$ cat src/rtl/dmem_arbiter_pkg.sv
// rtl/dmem_arbiter_pkg.sv - access-size/state enums and lane helpers for the DMEM arbiter
package dmem_arb_pkg;

  typedef enum logic [1:0] {SZ_B = 2'b00, SZ_H = 2'b01, SZ_W = 2'b10, SZ_RSV = 2'b11} size_e;
  typedef enum logic [1:0] {IDLE = 2'b00, RMW_WR = 2'b01, RESP = 2'b10} state_e;

  // Byte offset of the addressed lane after forcing the offset to the size alignment.
  function automatic logic [1:0] lane_base(size_e size, logic [1:0] off);
    case (size)
      SZ_B:    return off;
      SZ_H:    return {off[1], 1'b0};
      default: return 2'b00;
    endcase
  endfunction

  function automatic logic [3:0] byte_mask(size_e size, logic [1:0] off);
    case (size)
      SZ_B:    return 4'b0001 << off;
      SZ_H:    return off[1] ? 4'b1100 : 4'b0011;
      default: return 4'b1111;
    endcase
  endfunction

  function automatic logic is_misaligned(size_e size, logic [1:0] off);
    case (size)
      SZ_B:    return 1'b0;
      SZ_H:    return off[0];
      SZ_W:    return off != 2'b00;
      default: return 1'b1;
    endcase
  endfunction

endpackage

$ cat src/rtl/dmem_arbiter_if.sv
// rtl/dmem_arbiter_if.sv - one request/response port of the DMEM arbiter
interface dmem_arbiter_if #(
  parameter int N    = 32,
  parameter int ADDR = 11
);
  logic            req_valid;
  logic            req_ready;
  logic            req_we;
  logic [1:0]      req_size;
  logic [ADDR+1:0] req_addr;
  logic [N-1:0]    req_wdata;
  logic            rsp_valid;
  logic [N-1:0]    rsp_rdata;
  logic            rsp_err;

  modport master (
    output req_valid, req_we, req_size, req_addr, req_wdata,
    input  req_ready, rsp_valid, rsp_rdata, rsp_err
  );

  modport slave (
    input  req_valid, req_we, req_size, req_addr, req_wdata,
    output req_ready, rsp_valid, rsp_rdata, rsp_err
  );
endinterface

$ cat src/rtl/dmem_lane_merge.sv
// rtl/dmem_lane_merge.sv - byte-lane load extract and store merge for 32-bit DMEM words
module dmem_lane_merge
  import dmem_arb_pkg::*;
(
  input  logic [31:0] ld_word,
  input  size_e       ld_size,
  input  logic [1:0]  ld_off,
  output logic [31:0] ld_data,
  input  logic [31:0] old_word,
  input  logic [31:0] wdata,
  input  size_e       st_size,
  input  logic [1:0]  st_off,
  output logic [31:0] merged
);
  logic [31:0] ld_shift;
  logic [31:0] st_shift;
  logic [3:0]  mask;

  assign ld_shift = ld_word >> {lane_base(ld_size, ld_off), 3'b000};
  assign st_shift = wdata << {lane_base(st_size, st_off), 3'b000};
  assign mask     = byte_mask(st_size, st_off);

  always_comb begin
    ld_data = '0;
    case (ld_size)
      SZ_B:    ld_data[7:0]  = ld_shift[7:0];
      SZ_H:    ld_data[15:0] = ld_shift[15:0];
      default: ld_data       = ld_word;
    endcase
  end

  always_comb begin
    merged = old_word;
    for (int i = 0; i < 4; i++) begin
      if (mask[i]) merged[8*i +: 8] = st_shift[8*i +: 8];
    end
  end
endmodule

$ cat src/rtl/dmem_arbiter.sv
// rtl/dmem_arbiter.sv - round-robin two-port DMEM arbiter with sub-word read-modify-write
// Optional: DMEM_ARB_MISALIGN_EN reports misaligned/reserved-size requests as errors instead of masking.
module dmem_arbiter
  import dmem_arb_pkg::*;
#(
  parameter int N    = 32,
  parameter int ADDR = 11
) (
  input  logic            clk_i,
  input  logic            rst_i,
  dmem_arbiter_if.slave   p0,
  dmem_arbiter_if.slave   p1,
  output logic [ADDR-1:0] dmem_addr_o,
  output logic [N-1:0]    dmem_st_data_o,
  output logic            dmem_st_en_o,
  input  logic [N-1:0]    dmem_ld_data_i
);
  state_e          state_q, state_d;
  logic            last_grant_q, rsp_port_q;
  logic [N-1:0]    rdata_q;
  logic [N-1:0]    rmw_old_q, rmw_wdata_q;
  logic [ADDR-1:0] rmw_addr_q;
  size_e           rmw_size_q;
  logic [1:0]      rmw_off_q;

  logic            gnt, accept, misalign, sub_word, rsp0_valid, rsp1_valid;
  logic            sel_we;
  size_e           sel_size;
  logic [ADDR+1:0] sel_addr;
  logic [N-1:0]    sel_wdata, ld_lane, merged;

  // On contention the port that did not win last time is served.
  assign gnt    = (p0.req_valid & p1.req_valid) ? ~last_grant_q : p1.req_valid;
  assign accept = (state_q == IDLE) & (p0.req_valid | p1.req_valid) & ~rst_i;

  assign p0.req_ready = accept & ~gnt;
  assign p1.req_ready = accept & gnt;

  assign sel_we    = gnt ? p1.req_we    : p0.req_we;
  assign sel_size  = size_e'(gnt ? p1.req_size : p0.req_size);
  assign sel_addr  = gnt ? p1.req_addr  : p0.req_addr;
  assign sel_wdata = gnt ? p1.req_wdata : p0.req_wdata;
  assign sub_word  = (sel_size == SZ_B) | (sel_size == SZ_H);

  dmem_lane_merge u_lane (
    .ld_word  (dmem_ld_data_i),
    .ld_size  (sel_size),
    .ld_off   (sel_addr[1:0]),
    .ld_data  (ld_lane),
    .old_word (rmw_old_q),
    .wdata    (rmw_wdata_q),
    .st_size  (rmw_size_q),
    .st_off   (rmw_off_q),
    .merged   (merged)
  );

  always_comb begin
    state_d        = state_q;
    dmem_addr_o    = sel_addr[ADDR+1:2];
    dmem_st_data_o = sel_wdata;
    dmem_st_en_o   = 1'b0;
    unique case (state_q)
      IDLE: begin
        if (accept) begin
          if (misalign) begin
            state_d = RESP;
          end else if (sel_we && sub_word) begin
            state_d = RMW_WR;
          end else begin
            state_d      = RESP;
            dmem_st_en_o = sel_we;
          end
        end
      end
      RMW_WR: begin
        dmem_addr_o    = rmw_addr_q;
        dmem_st_data_o = merged;
        dmem_st_en_o   = ~rst_i;
        state_d        = RESP;
      end
      RESP:    state_d = IDLE;
      default: state_d = IDLE;
    endcase
  end

  always_ff @(posedge clk_i) begin
    if (rst_i) begin
      state_q      <= IDLE;
      last_grant_q <= 1'b1;
      rsp_port_q   <= 1'b0;
      rdata_q      <= '0;
    end else begin
      state_q <= state_d;
      if (accept) begin
        last_grant_q <= gnt;
        rsp_port_q   <= gnt;
        rdata_q      <= (sel_we | misalign) ? '0 : ld_lane;
      end
    end
  end

  // The old word is captured at accept so the merge happens without a second read.
  always_ff @(posedge clk_i) begin
    if (accept) begin
      rmw_old_q   <= dmem_ld_data_i;
      rmw_wdata_q <= sel_wdata;
      rmw_addr_q  <= sel_addr[ADDR+1:2];
      rmw_size_q  <= sel_size;
      rmw_off_q   <= sel_addr[1:0];
    end
  end

  assign rsp0_valid   = (state_q == RESP) & ~rst_i & ~rsp_port_q;
  assign rsp1_valid   = (state_q == RESP) & ~rst_i & rsp_port_q;
  assign p0.rsp_valid = rsp0_valid;
  assign p1.rsp_valid = rsp1_valid;
  assign p0.rsp_rdata = rdata_q;
  assign p1.rsp_rdata = rdata_q;

`ifdef DMEM_ARB_MISALIGN_EN
  logic err_q;
  assign misalign = is_misaligned(sel_size, sel_addr[1:0]);
  always_ff @(posedge clk_i) begin
    if (rst_i)       err_q <= 1'b0;
    else if (accept) err_q <= misalign;
  end
  assign p0.rsp_err = rsp0_valid & err_q;
  assign p1.rsp_err = rsp1_valid & err_q;
`else
  assign misalign   = 1'b0;
  assign p0.rsp_err = 1'b0;
  assign p1.rsp_err = 1'b0;
`endif
endmodule

$ cat src/flat_wrapper.sv
// flat-port wrapper written by rule: the top's interface ports become plain ports
module dmem_arbiter_flat import dmem_arb_pkg::*;
#(
  parameter int N    = 32,
  parameter int ADDR = 11
)
  (clk_i, rst_i, dmem_addr_o, dmem_st_data_o, dmem_st_en_o, dmem_ld_data_i, p0_req_valid, p0_req_we, p0_req_size, p0_req_addr, p0_req_wdata, p0_req_ready, p0_rsp_valid, p0_rsp_rdata, p0_rsp_err, p1_req_valid, p1_req_we, p1_req_size, p1_req_addr, p1_req_wdata, p1_req_ready, p1_rsp_valid, p1_rsp_rdata, p1_rsp_err);
  dmem_arbiter_if #(.N(N), .ADDR(ADDR)) p0_i ();
  dmem_arbiter_if #(.N(N), .ADDR(ADDR)) p1_i ();
  input  logic clk_i;
  input  logic rst_i;
  output logic [ADDR-1:0] dmem_addr_o;
  output logic [N-1:0] dmem_st_data_o;
  output logic dmem_st_en_o;
  input  logic [N-1:0] dmem_ld_data_i;
  input wire logic [$bits(p0_i.req_valid)-1:0] p0_req_valid;
  input wire logic [$bits(p0_i.req_we)-1:0] p0_req_we;
  input wire logic [$bits(p0_i.req_size)-1:0] p0_req_size;
  input wire logic [$bits(p0_i.req_addr)-1:0] p0_req_addr;
  input wire logic [$bits(p0_i.req_wdata)-1:0] p0_req_wdata;
  output wire logic [$bits(p0_i.req_ready)-1:0] p0_req_ready;
  output wire logic [$bits(p0_i.rsp_valid)-1:0] p0_rsp_valid;
  output wire logic [$bits(p0_i.rsp_rdata)-1:0] p0_rsp_rdata;
  output wire logic [$bits(p0_i.rsp_err)-1:0] p0_rsp_err;
  input wire logic [$bits(p1_i.req_valid)-1:0] p1_req_valid;
  input wire logic [$bits(p1_i.req_we)-1:0] p1_req_we;
  input wire logic [$bits(p1_i.req_size)-1:0] p1_req_size;
  input wire logic [$bits(p1_i.req_addr)-1:0] p1_req_addr;
  input wire logic [$bits(p1_i.req_wdata)-1:0] p1_req_wdata;
  output wire logic [$bits(p1_i.req_ready)-1:0] p1_req_ready;
  output wire logic [$bits(p1_i.rsp_valid)-1:0] p1_rsp_valid;
  output wire logic [$bits(p1_i.rsp_rdata)-1:0] p1_rsp_rdata;
  output wire logic [$bits(p1_i.rsp_err)-1:0] p1_rsp_err;
  assign p0_i.req_valid = p0_req_valid;
  assign p0_i.req_we = p0_req_we;
  assign p0_i.req_size = p0_req_size;
  assign p0_i.req_addr = p0_req_addr;
  assign p0_i.req_wdata = p0_req_wdata;
  assign p0_req_ready = p0_i.req_ready;
  assign p0_rsp_valid = p0_i.rsp_valid;
  assign p0_rsp_rdata = p0_i.rsp_rdata;
  assign p0_rsp_err = p0_i.rsp_err;
  assign p1_i.req_valid = p1_req_valid;
  assign p1_i.req_we = p1_req_we;
  assign p1_i.req_size = p1_req_size;
  assign p1_i.req_addr = p1_req_addr;
  assign p1_i.req_wdata = p1_req_wdata;
  assign p1_req_ready = p1_i.req_ready;
  assign p1_rsp_valid = p1_i.rsp_valid;
  assign p1_rsp_rdata = p1_i.rsp_rdata;
  assign p1_rsp_err = p1_i.rsp_err;
  dmem_arbiter #(.N(N), .ADDR(ADDR)) u_core (.clk_i(clk_i), .rst_i(rst_i), .p0(p0_i), .p1(p1_i), .dmem_addr_o(dmem_addr_o), .dmem_st_data_o(dmem_st_data_o), .dmem_st_en_o(dmem_st_en_o), .dmem_ld_data_i(dmem_ld_data_i));
endmodule
$ cat config.mk
export PLATFORM = sky130hd
export DESIGN_NAME = dmem_arbiter_flat
export DESIGN_NICKNAME = d
export VERILOG_FILES = /design/src/rtl/dmem_arbiter_pkg.sv /design/src/rtl/dmem_arbiter_if.sv /design/src/rtl/dmem_lane_merge.sv /design/src/rtl/dmem_arbiter.sv /design/src/flat_wrapper.sv
export SDC_FILE = /design/constraint.sdc
export NUM_CORES = 1
export LEC_CHECK = 0
export ABC_AREA = 1
export BUFFER_PORTS_ARGS = -buffer_cell sky130_fd_sc_hd__buf_2
export CORE_MARGIN = 3
export CORE_UTILIZATION = 35
export DETAILED_ROUTE_END_ITERATION = 10
export SYNTH_ARGS = -nofsm -noshare
export SYNTH_HDL_FRONTEND = slang
export SYNTH_SLANG_ARGS = --single-unit
$ cat constraint.sdc
create_clock -name clk_i -period 3.05 [get_ports clk_i]
set_input_delay 0.305 -clock clk_i [delete_from_list [all_inputs] [get_ports clk_i]]
set_output_delay 0.305 -clock clk_i [all_outputs]
set_load 0.1 [all_outputs]
==> metrics.csv, run 1 <==
stage;metric;value;unit
run_status;outcome;complete, no violations;
global_routing;globalRouteMet2Util;0.3122;
synth;syn_area;6339;sq um
route;drt_wl_total;20.08;mm
setup_path;r2r_end;u_core.p0.rsp_rdata[14];
clock_network;clk-insertion-delay-late;0.41;ns
hold_path;hold_class;in -> reg;
setup_path;reg2reg_depth;11;
synth;synth_cell_type_count;34;
global_routing;grtUsageMet3;0.04240;
power;p_leak;0.004021;uW
floorplan;die_w;140.6;microns
power;switching_share;0.3885;
global_routing;grt_usage;0.2005;
run;maxCapViolCount;0;
setup_path;cp-end-kind;output pin;
power;p_int;3485;uW
layout;fillCellCount;1767;
global_routing;overflow;0;
power;irDropWorstVdd;0.3690;mV
global_routing;antenna_found_initial;0;
layout;n_antenna_cell;0;
clock_network;root_buffer;clkbuf_16;
synth;yosysWarnings;0;
timing;drv_slew;0;
synth;yosysTopAreaCell;edfxtp_1;
setup_path;startpoint_type;register;
setup_path;crit_slowest_cell;buf_2;
layout;nNetsFinal;1143;
clock_network;path_clk_slew;0.06;ns
placed_design;port_buffers;243;
global_routing;grt_pass1_vias;5591;
timing;max_slew_margin;0.5629;
synth;synth_top_area_frac;0.3743;
clock_network;cts_tree;built;
setup_path;path_class;reg -> out;
synth;avgSynthCellArea;7.816;sq um
timing;fmax;351.6;MHz
floorplan;die_area;19760;sq um
power;combPwrFrac;0.305;
timing;hold_viol_final;0;
layout;layout-drive-gt1-share;0.3184;
timing;final.period_utilization;0.9325;
route;ant_nets;0;
route;drtIter0Drc;429;
route;vias;6036;
timing;grt_setup_unrepaired;false;
setup_path;crit_path_end;dmem_st_data_o[23];
timing;setup_viol;0;
floorplan;start_util;0.3614;
clock_network;numCtsBuffers;17;
power;seq_power_share;0.327;
timing;hold_slack;0.08425;ns
clock_network;clkSinkCount;115;
setup_path;cp.arrival;2.54;ns
floorplan;pin_count;246;
timing;layout_min_cycle_time;2.844;ns
power;clkPwrFrac;0.367;
synth;synthCells;811;
setup_path;critPathLaunch;u_core.rmw_size_q[1];
power;power_switching;2214;uW
setup_path;crit_required;2.74;ns
setup_path;rrSetupSlack;0.77;ns
timing;worst_slew_pin_slew;0.6536;ns
timing;finClkSkew;0.01004;ns
clock_network;clockBufferDepth;2;
floorplan;fp-row-count;48;
synth;synthTopCellsByArea;edfxtp_1, nand2_1, dfxtp_1;
hold_path;hold_depth;1;
setup_path;path_max_fanout;20;
clock_network;cts_hold_buf;0;
route;drtPass1Iterations;5;
global_routing;top_usage_layer;met2;
route;wl_per_cell;16.07;microns
global_routing;grt_pass1_wl;30.95;mm
route;drc;0;
setup_path;path_cells;nor2_1 > nand2_1 > inv_2 > nor2_2 > inv_1 > a21oi_1 > a21oi_2 > buf_2;
timing;fin_tns_setup;0;ns
layout;area_growth;30.26;%
placed_design;routabilityCongestion;0.8658;
clock_network;ctsHtreeMaxLevel;4;
placed_design;dp_hpwl;15.00;mm
synth;ys_ff_latch;115;
synth;synth_seq_area_share;0.4880;
floorplan;die_h;140.6;microns
route;via_per_inst;4.833;
global_routing;grt_max_degree;80;
power;p_per_area;690.1;nW/um^2
setup_path;r2r-start;u_core.last_grant_q;
floorplan;core;17540;sq um
setup_path;cpPeakStageDelay;0.44;ns
global_routing;met1_usage;0.2811;
power by group through the flow:
stage | logic (uW) | registers [uW] | clock network (uW)
final | 1740 | 1870 | 2090
after global routing | 1850 | 1880 | 2200
after CTS | 1740 | 1860 | 2130
after detailed placement | 1740 | 1900 | 0
after global placement | 1740 | 1900 | 0
after floorplan | 1260 | 2020 | 0
cells in the mapped netlist, drive strengths merged:
library cell / number
o211ai: 22
a21oi: 73
nand4: 16
or2: 4
nand3b: 1
edfxtp: 79
nor2: 54
nand2: 295
mux2i: 4
conb: 1
nor3: 4
nand3: 21
clkbuf: 25
a31oi: 18
inv: 66
dfxtp: 36
clkinv: 2
o32ai: 1
o21ai: 38
buf: 51
worst min path at each step:
stage | startpoint | to | slack [ns]
after floorplan | dmem_ld_data_i[0] | u_core.rmw_old_q[0] | 0.40
after global placement | u_core.last_grant_q | u_core.last_grant_q | 0.46
after detailed placement | u_core.last_grant_q | u_core.last_grant_q | 0.47
after CTS | dmem_ld_data_i[5] | u_core.rmw_old_q[5] | 0.07
after global routing | dmem_ld_data_i[5] | u_core.rmw_old_q[5] | 0.08
final | dmem_ld_data_i[5] | u_core.rmw_old_q[5] | 0.08
cell type report:
| type | instances | area, sq um | share of cell area |
|---|---|---|---|
| Sequential cell | 115 | 3093 | 0.3746 |
| Clock inverter | 13 | 170.2 | 0.02061 |
| Multi-Input combinational cell | 553 | 2626 | 0.3181 |
| Inverter | 68 | 255.2 | 0.03091 |
| Tap cell | 225 | 281.5 | 0.03410 |
| Timing Repair Buffer | 256 | 1376 | 0.1667 |
| Clock buffer | 19 | 454.2 | 0.05501 |
sequential cells by signal, summed over array words and instances (netlist names):
name	cells
u_core.rmw_addr_q	11
u_core.rmw_wdata_q	32
u_core.rsp_port_q	1
u_core.last_grant_q	1
u_core.p0.rsp_rdata	32
u_core.rmw_off_q	2
u_core.rmw_old_q	32
u_core.state_q	2
u_core.rmw_size_q	2
per-layer routing:
metal / wire (microns) / share of wire / vias to the layer above
li1: - / - / 3052
met3: 1317 / 0.066 / 23
met5: 0 / 0 / -
met1: 9215 / 0.46 / 2722
met4: 345 / 0.017 / 0
met2: 9196 / 0.46 / 239
logic make-up (layout without fill, tap and decap cells):
family	after synthesis	in the layout	share of synthesized area
other	1	2	0.0005916
flip-flops	115	115	0.4880
AND/OR/NAND/NOR	395	395	0.2588
buffers and inverters	144	356	0.1123
multiplexers	4	4	0.006317
AO/OA/AOI/OAI	152	152	0.1340
placed cells by master, fill, tap and decap left out, types with 2 or more instances in the layout:
cell type | Yosys | routed
nor3_1 | 3 | 3
o211ai_1 | 22 | 22
edfxtp_1 | 79 | 79
nand3_1 | 20 | 20
inv_1 | 64 | 63
buf_12 | 0 | 3
a21oi_1 | 72 | 64
clkbuf_4 | 0 | 8
buf_2 | 11 | 233
nand2_2 | 7 | 7
bufinv_16 | 0 | 3
clkinv_4 | 0 | 2
nand4_1 | 16 | 16
a21oi_2 | 1 | 9
clkinv_1 | 2 | 2
a31oi_1 | 18 | 11
nor2_1 | 49 | 48
buf_4 | 36 | 12
conb_1 | 1 | 2
nor2_2 | 3 | 3
o21ai_1 | 7 | 16
nor2_4 | 1 | 2
clkinvlp_4 | 0 | 3
a31oi_2 | 0 | 7
mux2i_1 | 4 | 4
clkbuf_16 | 0 | 18
o21ai_0 | 30 | 21
nand2_1 | 288 | 288
or2_2 | 3 | 3
dfxtp_1 | 36 | 36
inv_2 | 2 | 3
inv_6 | 0 | 4
per-stage QoR:
step / cell area [sq um] / setup slack, ns / cells / util / total power [uW]
2_1_floorplan: 6424 / 0.02699 / 812 / - / 3280
3_3_place_gp: 7612 / 0.6273 / 1217 / 0.4341 / 3632
5_1_grt: 8257 / 0.01539 / 1249 / 0.4708 / 5923
6_report: 8257 / 0.2058 / 1249 / 0.4708 / 5698
3_5_place_dp: 7612 / 0.5536 / 1217 / 0.4341 / 3634
4_1_cts: 8237 / 0.1056 / 1249 / 0.4697 / 5737
critical path: cells and delay by family (launching register included):
| kind | cells | cell delay (ns) |
|---|---|---|
| simple gates | 3 | 0.41 |
| flops | 1 | 0.42 |
| buf+inv | 3 | 1.00 |
| compound gates | 2 | 0.30 |
what timing repair did:
item                                    4_1_cts  5_1_grt
endpoints found under the setup margin        0        8
resized for setup                             0        8
buffers inserted                              0        0
(Power assumes the default switching activity.)
==> run 2: changes to the inputs <==
--- a/config.mk
+++ b/config.mk
@@ -10,6 +10,7 @@
 export CORE_MARGIN = 3
 export CORE_UTILIZATION = 35
 export DETAILED_ROUTE_END_ITERATION = 10
+export MAX_ROUTING_LAYER = met4
 export SYNTH_ARGS = -nofsm -noshare
 export SYNTH_HDL_FRONTEND = slang
 export SYNTH_SLANG_ARGS = --single-unit
==> run 2 against run 1 <==
Final cell count unchanged. Critical path depth unchanged. First-iteration DRC count down 1.2%. Critical path type unchanged.
==> metrics.csv, run 2 (synthesis gave the netlist of run 1 again) <==
stage;metric;value;unit;change
floorplan;start_util;0.3614;;unchanged
setup_path;r2r-start;u_core.last_grant_q;;
clock_network;cts_hold_buf;0;;unchanged
floorplan;die_area;19760;sq um;unchanged
timing;worst_slew_pin_slew;0.6724;ns;+0.01880 ns
route;via_per_inst;4.829;;about the same
route;vias;6031;;-0.083%
timing;max_slew_margin;0.5503;;-0.01257
clock_network;numCtsBuffers;17;;unchanged
route;wl_per_cell;16.10;microns;+0.14%
clock_network;postCtsSetupRepairBufs;0;;unchanged
placed_design;dp_hpwl;15.00;mm;unchanged
clock_network;clockBufferDepth;2;;unchanged
setup_path;critPathLaunch;u_core.rmw_size_q[1];;
placed_design;port_buffers;243;;unchanged
timing;final.period_utilization;0.9335;;+0.0009675
placed_design;routabilityCongestion;0.8799;;+1.6%
layout;area_growth;30.26;%;unchanged
floorplan;core;17540;sq um;unchanged
layout;post-route-util;0.4708;;unchanged
hold_path;min-delay-start;dmem_ld_data_i[5];;
clock_network;cts_resized;0;;unchanged
clock_network;clkSinkCount;115;;unchanged
global_routing;overflow;0;;unchanged
global_routing;grt_usage;0.2068;;+0.006363
timing;drv_slew;0;;unchanged
global_routing;grt_pass1_vias;5579;;-0.21%
layout;seqCellArea;3093;sq um;unchanged
setup_path;path_max_fanout;20;;unchanged
setup_path;cp-end-kind;output pin;;
layout;layout-drive-gt1-share;0.3184;;unchanged
run;maxCapViolCount;0;;unchanged
setup_path;cp.arrival;2.54;ns;about the same
power;seq_power_share;0.327;;about the same
clock_network;ctsHtreeMaxLevel;4;;unchanged
layout;fillCellCount;1767;;unchanged
power;irDropWorstVdd;0.3639;mV;-1.4%
power;switching_share;0.3889;;+0.0004545
route;drtIter0Drc;424;;-1.2%
timing;setup_viol;0;;unchanged
setup_path;startpoint_type;register;;
timing;finClkSkew;0.007249;ns;-0.002786 ns
clock_network;cts_tree;built;;
power;combPwrFrac;0.305;;about the same
timing;layout_min_cycle_time;2.847;ns;+0.002951 ns
global_routing;antenna_found_initial;0;;unchanged
clock_network;clk-insertion-delay-late;0.41;ns;about the same
power;clkPwrFrac;0.368;;about the same
layout;final_cell_mix;nand2_1, buf_2, edfxtp_1;;
floorplan;pin_count;246;;unchanged
hold_path;hold_class;in -> reg;;
floorplan;die_h;140.6;microns;unchanged
route;drc;0;;unchanged
setup_path;rrSetupSlack;0.78;ns;about the same
route;ant_nets;0;;unchanged
global_routing;grt_max_degree;80;;unchanged
power;p_leak;0.004021;uW;unchanged
layout;n_antenna_cell;0;;unchanged
timing;grt_setup_unrepaired;false;;
power;power_switching;2218;uW;+0.21%
setup_path;path_class;reg -> out;;
clock_network;root_buffer;clkbuf_16;;
power;p_per_area;690.8;nW/um^2;about the same
layout;nNetsFinal;1143;;unchanged
power;p_int;3485;uW;about the same
setup_path;crit_required;2.74;ns;about the same
timing;hold_viol_final;0;;unchanged
clock_network;path_clk_slew;0.06;ns;about the same
run_status;outcome;complete, no violations;;
global_routing;grt_pass1_wl;31.02;mm;+0.20%
route;drt_wl_total;20.10;mm;+0.14%
timing;fmax;351.2;MHz;-0.10%
placed_design;dp_cells;1217;;unchanged
timing;fin_tns_setup;0;ns;unchanged
layout;final_common_cell;nand2_1;;
floorplan;fp-row-count;48;;unchanged
layout;multiInputGateArea;2626;sq um;unchanged
layout;layoutNonFillerInstCount;1249;;unchanged
route;drtPass1Iterations;5;;unchanged
floorplan;die_w;140.6;microns;unchanged
-- run 2: area by class of cell --
cell class / instances / area share
clock buffers: 19 / 0.05501
clock inverters: 13 / 0.02061
inverters: 68 / 0.03091
multi-input cells: 553 / 0.3181
flip-flops and latches: 115 / 0.3746
well taps: 225 / 0.03410
repair buffers: 256 / 0.1667
-- run 2: per-stage QoR --
step                      setup slack [ns]  hold slack, ns  area (sq um)  total power, uW
final                               0.2029         0.09023          8257             5704
after global routing               0.01313         0.07551          8257             5929
after CTS                           0.1056         0.07228          8237             5737
after detailed placement            0.5536          0.4663          7612             3634
after global placement              0.6273          0.4631          7612             3632
after floorplan                    0.02699          0.4039          6424             3280
-- run 2: per-layer routing --
layer / share of wire / wire, microns / track usage
met5: 0 / 0 / -
met4: 0.015 / 297 / 0.05456
met3: 0.066 / 1335 / 0.04376
met2: 0.46 / 9165 / 0.3112
met1: 0.46 / 9304 / 0.2856
-- run 2: path summary, 6_finish.rpt --
path	endpoint	cells after the start
worst min register to register	u_core.last_grant_q	2
worst max-delay path	dmem_st_data_o[23]	8
worst max register to register	u_core.p0.rsp_rdata[14]	11
worst min-delay path	u_core.rmw_old_q[5]	1
-- run 2: worst max-delay path, stage by stage (launching register included) --
cell and delay (ns):
edfxtp_1 0.42, nor2_1 0.23, nand2_1 0.12, inv_2 0.29, nor2_2 0.06, inv_1 0.26, a21oi_1 0.14, a21oi_2 0.17
buf_2 0.44
-- run 2: power groups by stage --
stage	clock, uW	combinational [uW]	sequential [uW]
3_3_place_gp	0	1740	1900
6_report	2100	1740	1870
4_1_cts	2130	1740	1860
5_1_grt	2210	1850	1880
2_1_floorplan	0	1260	2020
3_5_place_dp	0	1740	1900
